[src/rtl/shift_seq_pkg.sv]
// shift_seq_pkg: op-code and FSM state encodings shared by shift_seq8 and shift_step1
package shift_seq_pkg;

    typedef enum logic [2:0] {
        LSR  = 3'b000,
        LSL  = 3'b001,
        ASR  = 3'b010,
        LSL2 = 3'b011,
        ROR  = 3'b100,
        ROL  = 3'b101
    } shift_op_e;

    typedef enum logic [1:0] {
        IDLE  = 2'd0,
        SHIFT = 2'd1,
        DONE  = 2'd2
    } state_e;

    // 110 and 111 are the only unassigned codes
    localparam logic [2:0] OP_ILL_MASK = 3'b110;

    function automatic logic op_illegal(input logic [2:0] op);
        return (op & OP_ILL_MASK) == OP_ILL_MASK;
    endfunction

endpackage

[src/rtl/shift_step1.sv]
// shift_step1: combinational single-bit step of a shift/rotate op; illegal codes yield 0
module shift_step1
    import shift_seq_pkg::*;
#(
    parameter int DATA_W = 8
) (
    input  logic [2:0]        op,
    input  logic [DATA_W-1:0] data,
    output logic [DATA_W-1:0] res
);

    always_comb begin
        res = (op == LSR)                ? {1'b0, data[DATA_W-1:1]}
            : (op == LSL || op == LSL2)  ? {data[DATA_W-2:0], 1'b0}
            : (op == ASR)                ? {data[DATA_W-1], data[DATA_W-1:1]}
            : (op == ROR)                ? {data[0], data[DATA_W-1:1]}
            : (op == ROL)                ? {data[DATA_W-2:0], data[DATA_W-1]}
            :                              '0;
    end

endmodule

[src/rtl/shift_seq8.sv]
// shift_seq8: multi-cycle variable-amount shifter, one bit per clock, valid/ready on both sides.
// Define SHIFT_SEQ_ERR_EN to add the op_err output flagging illegal op codes.
module shift_seq8
    import shift_seq_pkg::*;
#(
    parameter int DATA_W = 8,
    parameter int AMT_W  = $clog2(DATA_W)
) (
    input  logic              clk,
    input  logic              rst,
    input  logic              in_valid,
    output logic              in_ready,
    input  logic [2:0]        shift_type,
    input  logic [AMT_W-1:0]  shift_amt,
    input  logic [DATA_W-1:0] din,
    output logic              out_valid,
    input  logic              out_ready,
    output logic [DATA_W-1:0] dout,
    output logic              busy
`ifdef SHIFT_SEQ_ERR_EN
    ,
    output logic              op_err
`endif
);

    state_e            state, state_nx;
    logic [2:0]        op_q;
    logic [AMT_W-1:0]  cnt;
    logic [DATA_W-1:0] data_q, step_res;
    logic              accept;

    shift_step1 #(.DATA_W(DATA_W)) u_step (
        .op   (op_q),
        .data (data_q),
        .res  (step_res)
    );

    always_ff @(posedge clk) begin
        state <= rst ? IDLE : state_nx;
    end

    always_comb begin
        state_nx  = state;
        in_ready  = (state == IDLE);
        out_valid = (state == DONE);
        busy      = (state != IDLE);
        accept    = in_valid && in_ready;
        if (accept)
            state_nx = (shift_amt == '0 || op_illegal(shift_type)) ? DONE : SHIFT;
        else if (state == SHIFT && cnt == AMT_W'(1))
            state_nx = DONE;
        else if (state == DONE && out_ready)
            state_nx = IDLE;
    end

    // data_q doubles as the result register: it only moves in SHIFT, so it is stable in DONE
    always_ff @(posedge clk) begin
        if (rst) begin
            op_q   <= '0;
            cnt    <= '0;
            data_q <= '0;
        end else if (accept) begin
            op_q   <= shift_type;
            cnt    <= shift_amt;
            data_q <= op_illegal(shift_type) ? '0 : din;
        end else if (state == SHIFT) begin
            cnt    <= cnt - 1'b1;
            data_q <= step_res;
        end
    end

    assign dout = data_q;

`ifdef SHIFT_SEQ_ERR_EN
    logic err_q;

    always_ff @(posedge clk) begin
        if (rst)
            err_q <= 1'b0;
        else if (accept)
            err_q <= op_illegal(shift_type);
    end

    assign op_err = err_q && out_valid;
`endif

endmodule

[config.mk]
export PLATFORM = sky130hd
export DESIGN_NAME = shift_seq8
export DESIGN_NICKNAME = d
export VERILOG_FILES = /design/src/rtl/shift_seq_pkg.sv /design/src/rtl/shift_step1.sv /design/src/rtl/shift_seq8.sv
export SDC_FILE = /design/constraint.sdc
export NUM_CORES = 1
export LEC_CHECK = 0
export ABC_AREA = 1
export BUFFER_PORTS_ARGS = -buffer_cell sky130_fd_sc_hd__buf_4
export CORE_MARGIN = 4
export CORE_UTILIZATION = 45
export CTS_BUF_LIST = sky130_fd_sc_hd__clkbuf_16
export DETAILED_ROUTE_END_ITERATION = 6
export GPL_TIMING_DRIVEN = 0
export PLACE_DENSITY = 0.74
export SYNTH_ARGS = -nofsm -noshare
export SYNTH_HDL_FRONTEND = slang
export SYNTH_HIERARCHICAL = 1
export SYNTH_SLANG_ARGS = --single-unit
[constraint.sdc]
create_clock -name clk -period 1.1 [get_ports clk]
set_clock_uncertainty 0.15 [all_clocks]
set_input_delay 0 -clock clk [delete_from_list [all_inputs] [get_ports clk]]
set_output_delay 0 -clock clk [all_outputs]
set_load 0.05 [all_outputs]
; Word level (Yosys, flattened, before mapping)
; Index checks and enable logic that the tools add are counted.
[totals]
regBits = 16
inputBits = 18
out_inout_bits = 11
[classes]
addsub = 1
eq_ne = 10
muxes = 14
n_reduce_logical = 12
[op_table]
columns = cell, n
row1 = 8-bit 2-to-1 mux, 8
row2 = 2-bit 2-to-1 mux, 4
row3 = "3-bit by 1-bit equality test with 1-bit output, second input constant", 2
row4 = "3-bit by 2-bit equality test with 1-bit output, second input constant", 2
row5 = "3-bit equality test, second input constant", 2
row6 = 3-bit zero test, 2
row7 = 3-bit 2-to-1 mux, 2
row8 = "2-bit equality test, second input constant", 2
row9 = "4-bit by 2-bit != test with 1-bit output, second input constant", 1
row10 = 2-bit nonzero test, 2
row11 = 1-bit logical AND, 3
row12 = 3-bit nonzero test, 1
row13 = "3-bit by 1-bit subtractor with 3-bit output, second input constant", 1
row14 = "2-bit by 1-bit equality test with 1-bit output, second input constant", 1
row15 = 2-bit zero test, 1
row16 = 1-bit logical OR, 2
row17 = 2-bit AND reduction, 1

; Logic depth before layout (Yosys ltp)
; Gate-level depths: netlist of the first run.
[depth]
depth_word = 8
depth_mapped = 7

; Modules after synthesis
; The synthesis of the first run kept the hierarchy.
[modules_own_cells]
columns = mod, instances, cells_each, area_per_inst_um2, seq_area_each_um2
row1 = shift_seq8, 1, 125, 849.6, 320.3
row2 = shift_step1, 1, 31, 143.9, 0.0

; Worst setup path before layout of the first run
; Ideal clock, no wire load.
[synth_timing]
path_type = reg2reg
start = register state[0]
end = register data_q[1], in the netlist dout[1]
setup_ns = 0.120
t_arrival_ns = 1.208
t_required_ns = 0.830
setup_slack_ns = -0.377
stages_incl_launch_ff = 6
path_buffers = 1
cell_sequence = dfxtp_1 nor2_4 nand2_4 buf_6 a21oi_1 a21oi_1
[synth_between]
elab_chain_len = 3
[synth_lines]
columns = item, line
row1 = "start, declared", shift_seq8.sv:26  ; state_e state, state_nx;
row2 = "start signal, assigned", shift_seq8.sv:39  ; state <= rst ? IDLE : state_nx;
row3 = 2-bit zero test (*), shift_seq8.sv:44  ; in_ready = (state == IDLE);
row4 = net in_ready, shift_seq8.sv:12  ; output logic in_ready,
row5 = 1-bit logical AND (*), shift_seq8.sv:47  ; accept = in_valid && in_ready;
row6 = 8-bit 2-to-1 mux or 2-bit nonzero test (tied branches), n/a
row7 = "end signal, assigned", shift_seq8.sv:65  ; data_q <= op_illegal(shift_type) ? '0 : din;
row8 = "end signal, assigned", shift_seq8.sv:68  ; data_q <= step_res;
row9 = "end, declared", shift_seq8.sv:29  ; logic [DATA_W-1:0] data_q, step_res;
; The timed path passes the listed nets; every way through them passes the cells marked *.
; A chain may end at the register's enable or synchronous reset.

; Final worst setup path of the first run
[layout_timing]
start = register state[1]
end = register data_q[6], in the netlist dout[6]
[layout_between]
elab_chain_len = 3
[layout_lines]
columns = item, line
row1 = 2-bit zero test, shift_seq8.sv:44
row2 = 1-bit logical AND, shift_seq8.sv:47
row3 = 8-bit 2-to-1 mux or 2-bit nonzero test (tied branches), n/a
; Parallel ways exist; a longest one is shown, timed or not.

==> out/results.txt, run 1 <==
Post-synth EDFFs: 0
Post-synth ARST share: 0%
CP required: 1070 ps
pwr dens: 1470 mW/mm^2
CTS tree: built
Final Wtd Congestion: 0.812
Post-layout nets: 239
R2R cell count: 5
hold worst-path end: state[1]
area leader, netlist: dfxtp_1
die width: 55.0 um
Area growth, synth to finish: 80.0%
outcome: finished with violations
share of Yosys cell area claimed by the top area cell type: 32.2%
clock transition at the registers of the reported paths: 50 ps
IO Pins: 29
hold path depth: 7
Core Region: 0.00202 mm^2
CTS root buf: clkbuf_16
top cell types by occurrence after synthesis: nand2_1 (48), inv_1 (26), a21oi_1 (18), dfxtp_1 (16)
CTS Sinks: 16
Worst VDD drop: 1190 uV
Tmin final: 1430 ps
syn_area_per_cell: 6.37 um^2
hold_sp: shift_type[1]
Yosys cell types: 21
crit path cell chain: nor2_4 > nand2_8 > clkbuf_16 > a21oi_2 > a21oi_1
worst hold path class: primary input to register
ant diodes: 0
Syn Nets: 176
cell with the most instances after synthesis: nand2_1
Worst-Margin Slew: 291 ps
post-DP HPWL: 1.86 mm
Post-route DRC: 0
slowest cell delay on critical path: 370 ps
initial DRC count: 109
CTS max path bufs: 2
Routed Antenna Nets: 0
Synth area leaders: dfxtp_1 (32%), nand2_1 (18%), inv_1 (9.8%)
first-pass GRT wire length: 5.46 mm
Clock H-tree levels: 1
WL final: 4.60 mm
Setup-failing EPs final: 19
layout cells sized above 1: 41.0%
violated checks: negative setup slack
reg2reg setup slack: -330 ps
Seq/Total Area, Yosys: 32.2%
worst rel slew slack: 80.5%
Post-Syn Instances: 156
Mapped Area: 993 um^2
worst reg2reg path endpoint: dout[6]
Arr. time, crit path: 1400 ps
FMAX: 698 MHz
DR vias/cell: 5.69
Max Transition Viols Final: 0
Leak Pwr: 0.000821 uW
final critical-path share of the clock period: 130%
Final Hold Fails: 0
First-pass DRT Iterations: 5
Reg2Reg Launch Point: state[1]
total power: 2630 uW
worst setup margin: -332 ps
antenna violations before repair: 0
Yosys warning total: 6
post-layout util: 88.4%
critical setup path kind: register to register
GRT overflow: 0
setup slack at placement: -210 ps
GRT Total Usage: 25.1%
via count: 1,389
Skew-Pair Late Insertion Delay: 240 ps
Synth Flop Type: dfxtp_1
Max-Cap Viols: 0
initial core utilization: 49.1%
Crit Path Max Fanout: 6
Port Buf Inserts: 28
die area: 0.00302 mm^2
Crit. End Element: register
TritonCTS Buffers: 3
Synth Register Bits: 16
largest net degree at the start of global routing: 11
vias in the first global route: 1,225
FP Rows: 16
RSZ-0062 raised after global routing: yes
Die Ht: 55.0 um
startpoint class of the critical path: register
Crit-path slowest cell: dfxtp_4
wire per inst: 18.8 um
[where the power goes]
group | leakage [uW] | internal, uW | switching [uW]
combinational | 0.000648 | 471 | 707
clock | 0.0000370 | 478 | 228
sequential | 0.000136 | 658 | 93.2
total | 0.000821 | 1610 | 1030
[cells by family after synthesis]
kind of cell	after synthesis	share of synthesized area, %
compound gates	31	17.4
fa+ha+maj	2	2.52
simple gates	75	33.6
buf+inv	31	13.3
flops	16	32.2
xor+xnor	1	0.882
[worst max path at each step]
stage,start,endpoint,cells past startpoint
floorplan,state[1],dout[7],5
global placement,state[0],cnt[1],4
detailed placement,state[0],cnt[1],4
CTS,state[0],dout[5],5
global route,op_q[1],dout[6],5
finish,state[1],dout[6],5
[routing by layer]
| layer | GRT usage (%) | part of all wire [%] |
|---|---|---|
| met5 | 0 | 0 |
| met4 | 13.4 | 6.0 |
| met3 | 5.36 | 8.4 |
| met2 | 43.1 | 50 |
| met1 | 28.8 | 36 |
[cell usage in the layout, fill, tap and decap left out, types with 3 or more instances in the layout]
cell type | netlist | layout
o22ai_1 | 3 | 3
inv_4 | 0 | 3
nor2_4 | 1 | 3
o21ai_1 | 3 | 4
dfxtp_2 | 0 | 6
buf_6 | 2 | 3
dlygate4sd3_1 | 0 | 18
nand2_1 | 48 | 44
nor2_1 | 10 | 7
clkbuf_16 | 0 | 4
a21oi_1 | 18 | 4
inv_1 | 26 | 24
a21oi_2 | 0 | 9
a21oi_4 | 0 | 5
buf_4 | 0 | 34
nand3_1 | 10 | 10
dfxtp_1 | 16 | 8
nand2_2 | 3 | 7
[area by class of cell]
class	count	area (um^2)
buffer	3	36.3
clock buffer	3	75.1
fill	102	234
inverter	28	113
multi-input combinational	110	682
sequential	16	335
tap	27	33.8
timing repair buffer	57	513
[through the flow]
step / std cells / setup TNS (ps) / instance area [um^2] / hold WS [ps]
floorplan: 156 / -4290 / 1020 / -88.3
global placement: 211 / -2210 / 1270 / 34.5
detailed placement: 211 / -2420 / 1270 / 43.5
CTS: 240 / -1890 / 1640 / 22.5
global route: 244 / -4590 / 1790 / 101
finish: 244 / -3860 / 1790 / 79.0
[worst max-delay path: cells and delay by family, from the launching register on]
kind,cells,cell delay (ps)
flops,1,370
buf+inv,1,180
compound gates,2,270
simple gates,2,320
[sequential cells by signal (all words and copies together), names as in the netlist]
| name | count |
|---|---|
| cnt | 3 |
| dout | 8 |
| op_q | 3 |
| state | 2 |
[timing repair]
item | in CTS | in global routing
cloned | 1 | 2
setup endpoints to repair | 19 | 19
pin swaps | 4 | 12
gates resized for setup | 24 | 23
hold buffers | 18 | 0
setup buffers | 7 | 2
hold endpoints to repair | 16 | 0
(Power assumes the default switching activity.)
==> inputs of run 2 (changes only) <==
--- a/config.mk
+++ b/config.mk
@@ -11,8 +11,10 @@
 export CORE_UTILIZATION = 45
 export CTS_BUF_LIST = sky130_fd_sc_hd__clkbuf_16
 export DETAILED_ROUTE_END_ITERATION = 6
+export GPL_ROUTABILITY_DRIVEN = 0
 export GPL_TIMING_DRIVEN = 0
 export PLACE_DENSITY = 0.74
+export REMOVE_ABC_BUFFERS = 1
 export SYNTH_ARGS = -nofsm -noshare
 export SYNTH_HDL_FRONTEND = slang
 export SYNTH_HIERARCHICAL = 1
==> out/results.txt, run 2 (same netlist as run 1, synthesis figures left out) <==
Tmin final: 1330 ps
Worst-Margin Slew: 476 ps
Final Hold Fails: 0
max reg flops: 8
sequential power share: 29.5%
Die Ht: 55.0 um
first-pass GRT wire length: 4.77 mm
Clk pwr share: 28.6%
FP Rows: 16
antenna violations before repair: 0
most common cell after layout, fill and taps aside: nand2_1
outcome: finished with violations
Core Region: 0.00202 mm^2
commonest cells after routing, fill and taps aside: nand2_1 (43), buf_4 (33), inv_1 (25)
FMAX: 752 MHz
CTS tree: built
DR vias/cell: 5.23
layout cells sized above 1: 35.8%
Arr. time, crit path: 1350 ps
Max-Cap Viols: 0
GRT overflow: 0
Skew-Pair Late Insertion Delay: 250 ps
final critical-path share of the clock period: 121%
Leak Pwr: 0.000800 uW
Crit. End Element: register
Final Instance Area: 0.00170 mm^2
First-pass DRT Iterations: 4
post-DP HPWL: 1.76 mm
ant diodes: 0
Pint: 1570 uW
worst hold path class: primary input to register
initial core utilization: 49.1%
CP required: 1120 ps
startpoint class of the critical path: register
CTS Sinks: 16
IO Pins: 29
Max Transition Viols Final: 0
GRT Total Usage: 21.9%
critical setup path kind: register to register
worst setup margin: -229 ps
Worst VDD drop: 1420 uV
vias in the first global route: 1,100
largest net degree at the start of global routing: 17
TritonCTS Buffers: 3
fraction of power spent switching nets: 36.9%
clock transition at the registers of the reported paths: 50 ps
Clock H-tree levels: 1
RSZ-0062 raised after global routing: yes
initial DRC count: 73
violated checks: negative setup slack
post-layout util: 84.0%
die width: 55.0 um
CTS max path bufs: 2
Crit Path Max Fanout: 7
wire per inst: 14.3 um
Routed Antenna Nets: 0
Area after DPL: 0.00121 mm^2
Comb power frac: 41.8%
Net Switching: 918 uW
Post-route DRC: 0
die area: 0.00302 mm^2
via count: 1,266
pwr dens: 1470 mW/mm^2
Port Buf Inserts: 28
worst rel slew slack: 68.2%
WL final: 3.46 mm
Post-layout nets: 236
Setup-failing EPs final: 19
Area growth, synth to finish: 70.9%
CTS root buf: clkbuf_16
==> run 2: per-stage QoR <==
| stage | setup slack (ps) | std cells | hold slack, ps | total power (uW) | setup TNS (ps) |
|---|---|---|---|---|---|
| final | -229 | 242 | 2.28 | 2490 | -3360 |
| after global routing | -277 | 242 | 28.2 | 2610 | -4140 |
| after CTS | -168 | 236 | 7.32 | 2320 | -2510 |
| after detailed placement | -278 | 208 | 45.7 | 1460 | -3480 |
| after global placement | -232 | 208 | 38.6 | 1440 | -3120 |
| after floorplan | -374 | 153 | -80.9 | 1250 | -5450 |
==> run 2: layer usage <==
layer / up-vias / share of wire, % / GRT usage, %
met4: 0 / 0.90 / 5.67
met3: 6 / 6.5 / 5.63
met5: - / 0 / 0
met2: 68 / 52 / 38.4
li1: 610 / - / -
met1: 582 / 40 / 26.4
==> run 2: worst max-delay path, cell delays in order (launching register included) <==
cell,delay (ps)
dfxtp_4,360
nor2_4,210
nand2_8,120
nor2_4,200
nand2_1,90
a21oi_2,110
==> run 2: cell type report <==
cell class              instances  area, um^2
repair buffers                 56         515
inverters                      28         105
multi-input cells             111         632
clock buffers                   3        75.1
clock inverters                 1        3.75
fillers                       115         324
well taps                      27        33.8
flip-flops and latches         16         333
==> run 2: what timing repair did <==
action | CTS | global route
endpoints found under the hold margin | 16 | 0
endpoints found under the setup margin | 19 | 19
cloned | 2 | 1
resized for setup | 7 | 28
hold buffers | 17 | 0
pin swaps | 7 | 11
buffers inserted | 5 | 5
==> run 2: path summary, 6_finish.rpt <==
kind         startpoint  endpoint  slack, ps  cells after the start
max            state[0]  state[0]       -230                      5
min            in_valid    cnt[1]          2                      3
max reg2reg    state[0]  state[0]       -230                      5
min reg2reg      cnt[1]    cnt[1]        340                      2
==> run 2: power by group through the flow <==
stage               Clock [uW]  Sequential (uW)  Combinational, uW
floorplan                    0              853                392
global route               750              746               1110
global placement             0              733                712
detailed placement           0              739                725
finish                     712              735               1040
CTS                        727              731                863
